[config.mk]
export PLATFORM = sky130hd
export DESIGN_NAME = rx_dispatch_ctrl_flat
export DESIGN_NICKNAME = d
export VERILOG_FILES = /design/src/rtl/rx_dispatch_ctrl_if.sv /design/src/rtl/rx_dispatch_ctrl.sv /design/src/flat_wrapper.sv
export SDC_FILE = /design/constraint.sdc
export NUM_CORES = 1
export LEC_CHECK = 0
export CAP_MARGIN = 20
export CELL_PAD_IN_SITES_DETAIL_PLACEMENT = 1
export CELL_PAD_IN_SITES_GLOBAL_PLACEMENT = 2
export CORE_UTILIZATION = 38
export DETAILED_ROUTE_END_ITERATION = 16
export GPL_ROUTABILITY_DRIVEN = 0
export PLACE_DENSITY_LB_ADDON = 0.1
export SYNTH_ARGS = -nofsm -noshare
export SYNTH_HDL_FRONTEND = slang
export SYNTH_SLANG_ARGS = --single-unit
[constraint.sdc]
create_clock -name clk -period 7.5 [get_ports clk]
set_input_delay 1.5 -clock clk [delete_from_list [all_inputs] [get_ports clk]]
set_output_delay 1.5 -clock clk [all_outputs]
set_load 0.01 [all_outputs]
[src/rtl/rx_dispatch_ctrl_if.sv]
// Handshake bundle for rx_dispatch_ctrl: MAC-side word stream plus the
// receive-buffer data/type/ack port. "master" is the controller side,
// "slave" is the surrounding MAC and buffer.
interface rx_dispatch_ctrl_if;
  logic [31:0] rx_data;
  logic        rx_valid;
  logic        rx_sof;
  logic        rx_eof;
  logic        rx_ready;
  logic [31:0] buf_data;
  logic [1:0]  buf_type;
  logic        buf_ack;

  modport master (
    input  rx_data, rx_valid, rx_sof, rx_eof, buf_ack,
    output rx_ready, buf_data, buf_type
  );

  modport slave (
    output rx_data, rx_valid, rx_sof, rx_eof, buf_ack,
    input  rx_ready, buf_data, buf_type
  );
endinterface

[src/rtl/rx_dispatch_ctrl.sv]
// Receive dispatch controller: collects a 4-word Ethernet header,
// classifies it by EtherType (word 3, bits 31:16), then replays the
// header and forwards the payload word by word to the receive buffer
// through a four-phase data/type/ack handshake. Other frame types and
// runts are dropped.
// Optional frame counters are built when RX_DISPATCH_STATS_EN is defined;
// otherwise arp_cnt/ip_cnt/drop_cnt are tied to zero.
module rx_dispatch_ctrl #(
  parameter logic [15:0] ETH_ARP = 16'h0806,
  parameter logic [15:0] ETH_IP  = 16'h0800
) (
  input  logic                clk,
  input  logic                reset,
  rx_dispatch_ctrl_if.master  bus,
  output logic                busy,
  output logic [15:0]         arp_cnt,
  output logic [15:0]         ip_cnt,
  output logic [15:0]         drop_cnt
);

  typedef enum logic [2:0] {
    S_IDLE, S_HDR, S_CLASS, S_SEND, S_RELEASE, S_FETCH, S_DROP
  } state_t;

  typedef enum logic [1:0] {
    T_NONE = 2'd0,
    T_ARP  = 2'd1,
    T_IP   = 2'd2
  } ftype_t;

  state_t      state;
  ftype_t      ftype;
  ftype_t      buf_type_r;
  logic [31:0] buf_data_r;
  logic [31:0] hdr [4];
  logic [1:0]  hdr_cnt;
  logic [2:0]  replay;
  logic        last;

  logic        rx_open;
  logic        accept;
  logic        is_arp;
  logic        is_ip;

  // Word-accepting states; rx_ready is this decode gated by reset
  always_comb begin
    rx_open = 1'b0;
    case (state)
      S_IDLE, S_HDR, S_FETCH, S_DROP: rx_open = 1'b1;
      default:                        rx_open = 1'b0;
    endcase
  end

  assign accept       = bus.rx_valid & rx_open;
  assign bus.rx_ready = rx_open & ~reset;
  assign busy         = (state != S_IDLE) & ~reset;
  assign is_arp       = (hdr[3][31:16] == ETH_ARP);
  assign is_ip        = (hdr[3][31:16] == ETH_IP);
  assign bus.buf_data = buf_data_r;
  assign bus.buf_type = buf_type_r;

  // Main sequencer: header collection, classification, replay and forwarding
  always_ff @(posedge clk or posedge reset) begin
    if (reset) begin
      state      <= S_IDLE;
      ftype      <= T_NONE;
      buf_type_r <= T_NONE;
      buf_data_r <= '0;
      hdr_cnt    <= '0;
      replay     <= '0;
      last       <= 1'b0;
      for (int unsigned i = 0; i < 4; i++) hdr[i] <= '0;
    end else begin
      case (state)
        S_IDLE: begin
          if (accept && bus.rx_sof) begin
            hdr[0]  <= bus.rx_data;
            hdr_cnt <= 2'd1;
            // a single-word frame is a runt and never leaves IDLE
            if (!bus.rx_eof) state <= S_HDR;
          end
        end
        S_HDR: begin
          if (accept) begin
            if (bus.rx_sof) begin
              hdr[0]  <= bus.rx_data;
              hdr_cnt <= 2'd1;
              if (bus.rx_eof) state <= S_IDLE;
            end else begin
              hdr[hdr_cnt] <= bus.rx_data;
              if (hdr_cnt == 2'd3) begin
                last  <= bus.rx_eof;
                state <= S_CLASS;
              end else if (bus.rx_eof) begin
                state <= S_IDLE;
              end else begin
                hdr_cnt <= hdr_cnt + 2'd1;
              end
            end
          end
        end
        S_CLASS: begin
          if (is_arp || is_ip) begin
            ftype      <= is_arp ? T_ARP : T_IP;
            buf_type_r <= is_arp ? T_ARP : T_IP;
            buf_data_r <= hdr[0];
            replay     <= 3'd1;
            state      <= S_SEND;
          end else begin
            state <= last ? S_IDLE : S_DROP;
          end
        end
        S_SEND: begin
          if (bus.buf_ack) begin
            buf_type_r <= T_NONE;
            state      <= S_RELEASE;
          end
        end
        S_RELEASE: begin
          if (!bus.buf_ack) begin
            if (replay != 3'd4) begin
              buf_data_r <= hdr[replay[1:0]];
              buf_type_r <= ftype;
              replay     <= replay + 3'd1;
              state      <= S_SEND;
            end else if (last) begin
              state <= S_IDLE;
            end else begin
              state <= S_FETCH;
            end
          end
        end
        S_FETCH: begin
          if (accept) begin
            buf_data_r <= bus.rx_data;
            buf_type_r <= ftype;
            last       <= bus.rx_eof;
            state      <= S_SEND;
          end
        end
        S_DROP: begin
          if (accept && bus.rx_eof) state <= S_IDLE;
        end
        default: state <= S_IDLE;
      endcase
    end
  end

`ifdef RX_DISPATCH_STATS_EN
  logic        arp_inc;
  logic        ip_inc;
  logic        drop_inc;
  logic [15:0] arp_r;
  logic [15:0] ip_r;
  logic [15:0] drop_r;

  function automatic logic [15:0] sat_inc(input logic [15:0] v);
    return (v == '1) ? v : v + 16'd1;
  endfunction

  // Counter events mirror the sequencer's classification and runt decisions
  always_comb begin
    arp_inc  = (state == S_CLASS) && is_arp;
    ip_inc   = (state == S_CLASS) && is_ip && !is_arp;
    drop_inc = ((state == S_CLASS) && !is_arp && !is_ip)
            || ((state == S_HDR) && accept
                && (bus.rx_sof || (bus.rx_eof && (hdr_cnt != 2'd3))))
            || ((state == S_IDLE) && accept && bus.rx_sof && bus.rx_eof);
  end

  // Saturating frame counters
  always_ff @(posedge clk or posedge reset) begin
    if (reset) begin
      arp_r  <= '0;
      ip_r   <= '0;
      drop_r <= '0;
    end else begin
      if (arp_inc)  arp_r  <= sat_inc(arp_r);
      if (ip_inc)   ip_r   <= sat_inc(ip_r);
      if (drop_inc) drop_r <= sat_inc(drop_r);
    end
  end

  assign arp_cnt  = arp_r;
  assign ip_cnt   = ip_r;
  assign drop_cnt = drop_r;
`else
  assign arp_cnt  = '0;
  assign ip_cnt   = '0;
  assign drop_cnt = '0;
`endif

endmodule

[src/flat_wrapper.sv]
// flat-port wrapper written by rule: the top's interface ports become plain ports
module rx_dispatch_ctrl_flat 
#(
  parameter logic [15:0] ETH_ARP = 16'h0806,
  parameter logic [15:0] ETH_IP  = 16'h0800
)
  (clk, reset, busy, arp_cnt, ip_cnt, drop_cnt, bus_rx_data, bus_rx_valid, bus_rx_sof, bus_rx_eof, bus_buf_ack, bus_rx_ready, bus_buf_data, bus_buf_type);
  rx_dispatch_ctrl_if bus_i ();
  input  logic clk;
  input  logic reset;
  output logic busy;
  output logic [15:0] arp_cnt;
  output logic [15:0] ip_cnt;
  output logic [15:0] drop_cnt;
  input wire logic [$bits(bus_i.rx_data)-1:0] bus_rx_data;
  input wire logic [$bits(bus_i.rx_valid)-1:0] bus_rx_valid;
  input wire logic [$bits(bus_i.rx_sof)-1:0] bus_rx_sof;
  input wire logic [$bits(bus_i.rx_eof)-1:0] bus_rx_eof;
  input wire logic [$bits(bus_i.buf_ack)-1:0] bus_buf_ack;
  output wire logic [$bits(bus_i.rx_ready)-1:0] bus_rx_ready;
  output wire logic [$bits(bus_i.buf_data)-1:0] bus_buf_data;
  output wire logic [$bits(bus_i.buf_type)-1:0] bus_buf_type;
  assign bus_i.rx_data = bus_rx_data;
  assign bus_i.rx_valid = bus_rx_valid;
  assign bus_i.rx_sof = bus_rx_sof;
  assign bus_i.rx_eof = bus_rx_eof;
  assign bus_i.buf_ack = bus_buf_ack;
  assign bus_rx_ready = bus_i.rx_ready;
  assign bus_buf_data = bus_i.buf_data;
  assign bus_buf_type = bus_i.buf_type;
  rx_dispatch_ctrl #(.ETH_ARP(ETH_ARP), .ETH_IP(ETH_IP)) u_core (.clk(clk), .reset(reset), .bus(bus_i), .busy(busy), .arp_cnt(arp_cnt), .ip_cnt(ip_cnt), .drop_cnt(drop_cnt));
endmodule
==> summary.txt, run 1 <==
Finish
  • FF/Latch Area: roughly 0.0043 mm2
  • Commonest non-fill, non-tap cell in the layout: dfrtp_1
  • Design Area, Final: 0.0104 mm2
  • Multi-input gate area: 0.00416 mm2
  • Share of cells above drive strength 1: around a third
  • Ant diodes: 0
  • Commonest non-fill, non-tap cells in the layout: dfrtp_1 (171), mux2_2 (132), a21oi_1 (74), clkdlybuf4s50_1 (73), conb_1 (48)
  • Fill count: between 2000 and 2500
  • Area grow syn2layout: 16.5%
  • Final #Nets: 816
  • Final Util: approximately 46%

Worst setup path
  • WS Path Type: primary input to output port
  • Arrival time of the worst setup path: roughly 2800 ps
  • Max incr delay on CP: between 500 and 600 ps
  • WP data required: approximately 6000 ps
  • R2R Path End: u_core.bus.buf_data[31]
  • Cell mode on critical path: clkdlybuf4s50_1
  • Reg2Reg Depth: 7
  • Slowest CP cell: clkdlybuf4s50_1
  • Crit Path Max Fanout: 3
  • Startpoint Class: primary input
  • CP Cell Sequence: clkdlybuf4s50_1, nor3_1, clkdlybuf4s50_1
  • R2r setup slk: approximately 3800 ps
  • Start of the worst register-to-register path: u_core.state[0]
  • Crit end category: output port

Clock tree
  • CTS buffer count: 17
  • Post-cts gate resize count: 0
  • Reg clk slew, reported paths: about 70 ps
  • Number of post-CTS setup repair buffers: 0
  • CTS Hold Buffers Added: 0
  • CTS sink cnt: about 170
  • CTS max path bufs: 2
  • CTS root buf: clkbuf_16
  • TritonCTS clock tree: done
  • Clk_lat worst skew: approximately 430 ps
  • H-tree depth: 4

GRT
  • First-pass GRT wire length: 37600 um
  • Initial antenna violation count: 0
  • Total track usage: between 20% and 30%
  • GRT overflow: 0
  • Vias in the first global route: around 6500
  • Largest net degree at the start of global routing: between 100 and 150

Synth
  • Synth Cell Area: 0.00894 mm2
  • Post-synth EDFFs: 0
  • Ys async rst share: 100%
  • Yosys reg bits: 173
  • Syn avg cell area: 12.5 um2
  • Synth Warn #: 0
  • Unique masters post-synth: 55
  • Top FF cell, synth: dfrtp_1
  • Yosys top cell area share: just under 50%
  • Register area share after synthesis: between 40% and 50%
  • Yosys top cell by area: dfrtp_1
  • Syn Inst Count: about 710
  • Synth top area cells: dfrtp_1 (48%), mux2_2 (17%), mux4_2 (7.8%)

Timing
  • Worst Clk Skew: around 12 ps
  • Fin crit period: around 4300 ps
  • Max Fclk: between 200 and 250 MHz
  • Worst hold slack: roughly 500 ps
  • Setup repair after global routing missed its margin: false
  • Setup Viol. Count Final: 0
  • Slew headroom: between 30% and 40%
  • Worst Tran Pin Value: roughly 930 ps
  • Period utilization: about 57%
  • Max Transition Viols Final: 0
  • Final hold vios: 0
  • Final setup TNS: 0 ps

Die
  • Core area: approximately 0.023 mm2
  • I/O pins: between 100 and 150
  • Starting Density: between 30 and 40%
  • Die Y-Extent: roughly 160 um
  • Die width: 155 um
  • Rows: 55
  • Die ar.: around 0.024 mm2

Min path
  • WHS Path Cells: 1
  • Worst Min Path Start: u_core.hdr[74]
  • Worst Hold End: u_core.hdr[74]
  • Worst hold path class: flop to flop

Power
  • Power Dens Cells: 367 mW/mm2
  • P_leak: roughly 4.6 nW
  • Power after layout: ~3.8 mW
  • Max VDD drop: roughly 0.15 mV

Routing
  • Routed vias: a little under 6000
  • Drt drc: 0
  • Antenna-violating nets left: 0
  • Vias per cell: approximately 5.3
  • Drt initial violations: around 230
  • Pre-antenna DRT Iters: 4
  • Post-Route WL: approximately 23000 um
  • Wire per inst: around 21 um

Place
  • Post-DP HPWL: 13400 um
  • DP Area: 0.00974 mm2
  • Port bufs: 73

Flow run
  • Maxcap violations: 0

Outcome
  • Outcome: finished, final reports clean
## final cells by class
cell class	count	area share [%]
flip-flops and latches	173	41.6
multi-input cells	485	40.0
repair buffers	86	8.15
clock buffers	18	4.22
well taps	313	3.76
clock inverters	13	1.92
inverters	9	0.373
## sequential cells by signal (all words and copies together), names as in the netlist
| signal | count |
|---|---|
| u_core.hdr | 128 |
| u_core.hdr_cnt | 2 |
| u_core.state | 3 |
| u_core.ftype | 2 |
| u_core.bus.buf_data | 32 |
| u_core.last | 1 |
| u_core.bus.buf_type | 2 |
| u_core.replay | 3 |
## worst max-delay path by stage
stage                                from  depth (start not counted)                     end  slack (ps)
final                               reset                          3            bus_rx_ready        3200
after floorplan                     reset                          1  u_core.bus.buf_data[0]        1310
after CTS                 u_core.state[1]                          5            bus_rx_ready        3180
after global placement              reset                          3            bus_rx_ready        3210
after detailed placement            reset                          3            bus_rx_ready        3190
after global routing      u_core.state[1]                          5            bus_rx_ready        2920
## worst max-delay path, delay by kind of cell
kind	cells	cell delay [ps]
AND/OR/NAND/NOR	1	230
buffers and inverters	2	1070
## power by group
| part | switching (mW) | total (mW) | internal, mW |
|---|---|---|---|
| sequential | 0.201 | 1.44 | 1.24 |
| combinational | 0.636 | 1.41 | 0.776 |
| clock | 0.393 | 0.967 | 0.574 |
| total | 1.23 | 3.82 | 2.59 |
## per-stage QoR
step | setup WS [ps] | cells
floorplan | 1310 | 761
global placement | 3210 | 1065
detailed placement | 3190 | 1065
CTS | 3180 | 1096
global route | 2920 | 1097
finish | 3200 | 1097
## cell families (layout without fill, tap and decap cells)
| logic type | Yosys count | count (layout) | synth area share (%) |
|---|---|---|---|
| muxes | 196 | 196 | 30.0 |
| DFF | 173 | 173 | 48.4 |
| and+or+nand+nor | 129 | 129 | 6.71 |
| AOI/OAI and AO/OA | 105 | 105 | 6.69 |
| buffers and inverters | 103 | 126 | 7.17 |
| adders and majority gates | 6 | 6 | 0.840 |
| other | 1 | 48 | 0.0420 |
| xor gates and xnor gates | 1 | 1 | 0.0980 |
## synth_stat cells, drive strengths merged (2+ instances only)
| cell type | number |
|---|---|
| nand2 | 46 |
| nand3 | 5 |
| a211oi | 2 |
| mux4 | 32 |
| a21oi | 75 |
| o21ai | 9 |
| nor4 | 2 |
| nand2b | 3 |
| clkbuf | 22 |
| and2 | 5 |
| mux2 | 163 |
| dfrtp | 173 |
| nor3 | 11 |
| ha | 6 |
| a31oi | 4 |
| nor2b | 4 |
| buf | 72 |
| nor2 | 45 |
| a21o | 2 |
| inv | 9 |
| a311oi | 3 |
## routing by layer
| layer | global-route usage, % | routed length [um] | vias to the layer above |
|---|---|---|---|
| met5 | 0 | 0 | - |
| met4 | 5.23 | 267 | 0 |
| met3 | 2.81 | 514 | 20 |
| met2 | 34.8 | 11700 | 92 |
| met1 | 27.7 | 10500 | 3084 |
| li1 | - | - | 2573 |
No activity file was read; power rests on OpenSTA's default activity.
==> run 2, diff against run 1 <==
- CORE_UTILIZATION: 38 -> 34
- clock period: 7.5 -> 3.95 ns (I/O delays scaled with it)
==> run 2 against run 1 <==
Against the previous run:
- cell area rose by 0.28%
- clock power rose by 78%
- critical path depth up 1
- combinational power increased by 86%
- highest routed layer unchanged
==> summary.txt, run 2 (synthesized netlist as in run 1, its figures left out) <==
Outcome
  • Outcome: finished, final reports clean

GRT
  • GRT overflow: 0 (unchanged)
  • Vias in the first global route: 6402 (-1.2%)
  • Largest net degree at the start of global routing: 42 (-61%)
  • Initial antenna violation count: 1 (+1)
  • Total track usage: 18.6% (-1.9 points)
  • First-pass GRT wire length: 37400 um (-0.60%)

Routing
  • Wire per inst: 20.9 um (about the same)
  • Pre-antenna DRT Iters: 4 (unchanged)
  • Drt drc: 0 (unchanged)
  • Routed vias: 5812 (+0.75%)
  • Vias per cell: 5.18 (-1.4%)
  • Drt initial violations: 224 (-3.4%)
  • Post-Route WL: 23500 um (+2.2%)
  • Antenna-violating nets left: 0 (unchanged)

Finish
  • Commonest non-fill, non-tap cell in the layout: dfrtp_1
  • Max FFs per register: 128 (unchanged)
  • Reg with most FFs: u_core.hdr
  • Final #Nets: 822 (+0.74%)
  • Commonest non-fill, non-tap cells in the layout: dfrtp_1 (171), mux2_2 (132), a21oi_1 (74), clkdlybuf4s50_1 (73), conb_1 (48)
  • Share of cells above drive strength 1: 32.7% (+0.64 points)
  • Area grow syn2layout: 16.8%
  • Fill count: 2663 (+12%)

Clock tree
  • Post-cts gate resize count: 0 (unchanged)
  • CTS buffer count: 17 (unchanged)
  • CTS Hold Buffers Added: 0 (unchanged)
  • H-tree depth: 4 (unchanged)
  • CTS sink cnt: 173 (unchanged)
  • CTS max path bufs: 2 (unchanged)
  • Reg clk slew, reported paths: 70 ps (about the same)
  • Number of post-CTS setup repair buffers: 0 (unchanged)
  • CTS root buf: clkbuf_16
  • TritonCTS clock tree: done
  • Clk_lat worst skew: 430 ps (about the same)

Worst setup path
  • WP data required: 3160 ps (-2840 ps)
  • Slowest CP cell: dfrtp_1
  • CP Cell Sequence: nand2b_2, nor2_1, nor3_1, clkdlybuf4s50_1
  • WS Path Type: flop to output port
  • Crit Path Max Fanout: 18 (+15)
  • Arrival time of the worst setup path: 2660 ps (-140 ps)
  • Max incr delay on CP: 690 ps (+120 ps)
  • Crit end category: output port
  • Startpoint Class: flop

Die
  • Core area: 0.0255 mm2 (+11%)
  • Die Y-Extent: 164 um (+5.6%)
  • Die ar.: 0.0269 mm2 (+12%)
  • Rows: 58 (+5.5%)
  • Starting Density: 35.1% (-4.0 points)
  • I/O pins: 122 (unchanged)
  • Die width: 164 um (+5.6%)

Timing
  • Period utilization: 87.4%
  • Fin crit period: between 3000 and 4000 ps
  • Final setup TNS: 0 ps (unchanged)
  • Slew headroom: 45.6% (+7.8 points)
  • Final hold vios: 0 (unchanged)
  • Setup Viol. Count Final: 0 (unchanged)
  • Setup repair after global routing missed its margin: false
  • Max Transition Viols Final: 0 (unchanged)
  • Worst Tran Pin Value: 815 ps (-117 ps)
  • Max Fclk: around 290 MHz
  • Worst Clk Skew: 10.9 ps (-0.723 ps)

Power
  • Power Dens Cells: 685 mW/mm2 (+87%)
  • P_leak: 4.65 nW (+0.16%)
  • Max VDD drop: 0.284 mV (+93%)
  • Power after layout: 7.15 mW (+87%)

Min path
  • Worst hold path class: flop to flop

Place
  • Post-DP HPWL: 14600 um (+9.5%)
  • Port bufs: 73 (unchanged)

Flow run
  • Maxcap violations: 0 (unchanged)
[run 2: worst max-delay path, delay by kind of cell, from the launching register on]
family / cells / cell delay [ps]
DFF: 1 / 690
buffers and inverters: 1 / 570
and+or+nand+nor: 3 / 970
[run 2: path summary, 6_finish.rpt]
kind	startpoint	end	slack (ps)	cells past startpoint
min in group asynchronous	reset	u_core.hdr_cnt[0]	900	2
max reg2reg	u_core.state[1]	u_core.bus.buf_data[31]	970	6
max	u_core.state[1]	bus_rx_ready	500	4
min	u_core.hdr[53]	u_core.hdr[53]	500	1
max in group asynchronous	reset	u_core.hdr[97]	2270	3
min reg2reg	u_core.hdr[53]	u_core.hdr[53]	500	1
[run 2: metrics by stage]
step                util (%)  hold WS (ps)  worst slack, ps  area, um2  instances
CTS                     41.0           503              450      10400       1120
finish                  41.0           502              498      10400       1121
floorplan                  -           470              949       9120        761
global route            41.0           515              314      10400       1120
global placement        38.6           482              846       9840       1089
detailed placement      38.6           487              861       9840       1089
[run 2: per-layer routing]
metal	track usage, %	share of wire (%)	vias to the layer above
li1	-	-	2585
met1	23.9	44	3113
met2	32.0	52	89
met3	3.01	2.6	25
met4	5.39	1.3	0
met5	0	0	-
[run 2: layout make-up]
type | count | area (um2) | area share [%]
diodes | 1 | 2.50 | 0.0240
clock buffers | 18 | 439 | 4.21
clock inverters | 13 | 154 | 1.47
inverters | 9 | 37.5 | 0.360
multi-input cells | 485 | 4160 | 39.9
flip-flops and latches | 173 | 4330 | 41.5
well taps | 330 | 413 | 3.95
repair buffers | 92 | 898 | 8.61
[run 2: power breakdown]
part           switching [mW]  internal [mW]
clock                   0.755          0.962
sequential              0.460           2.35
combinational            1.14           1.48
total                    2.36           4.79
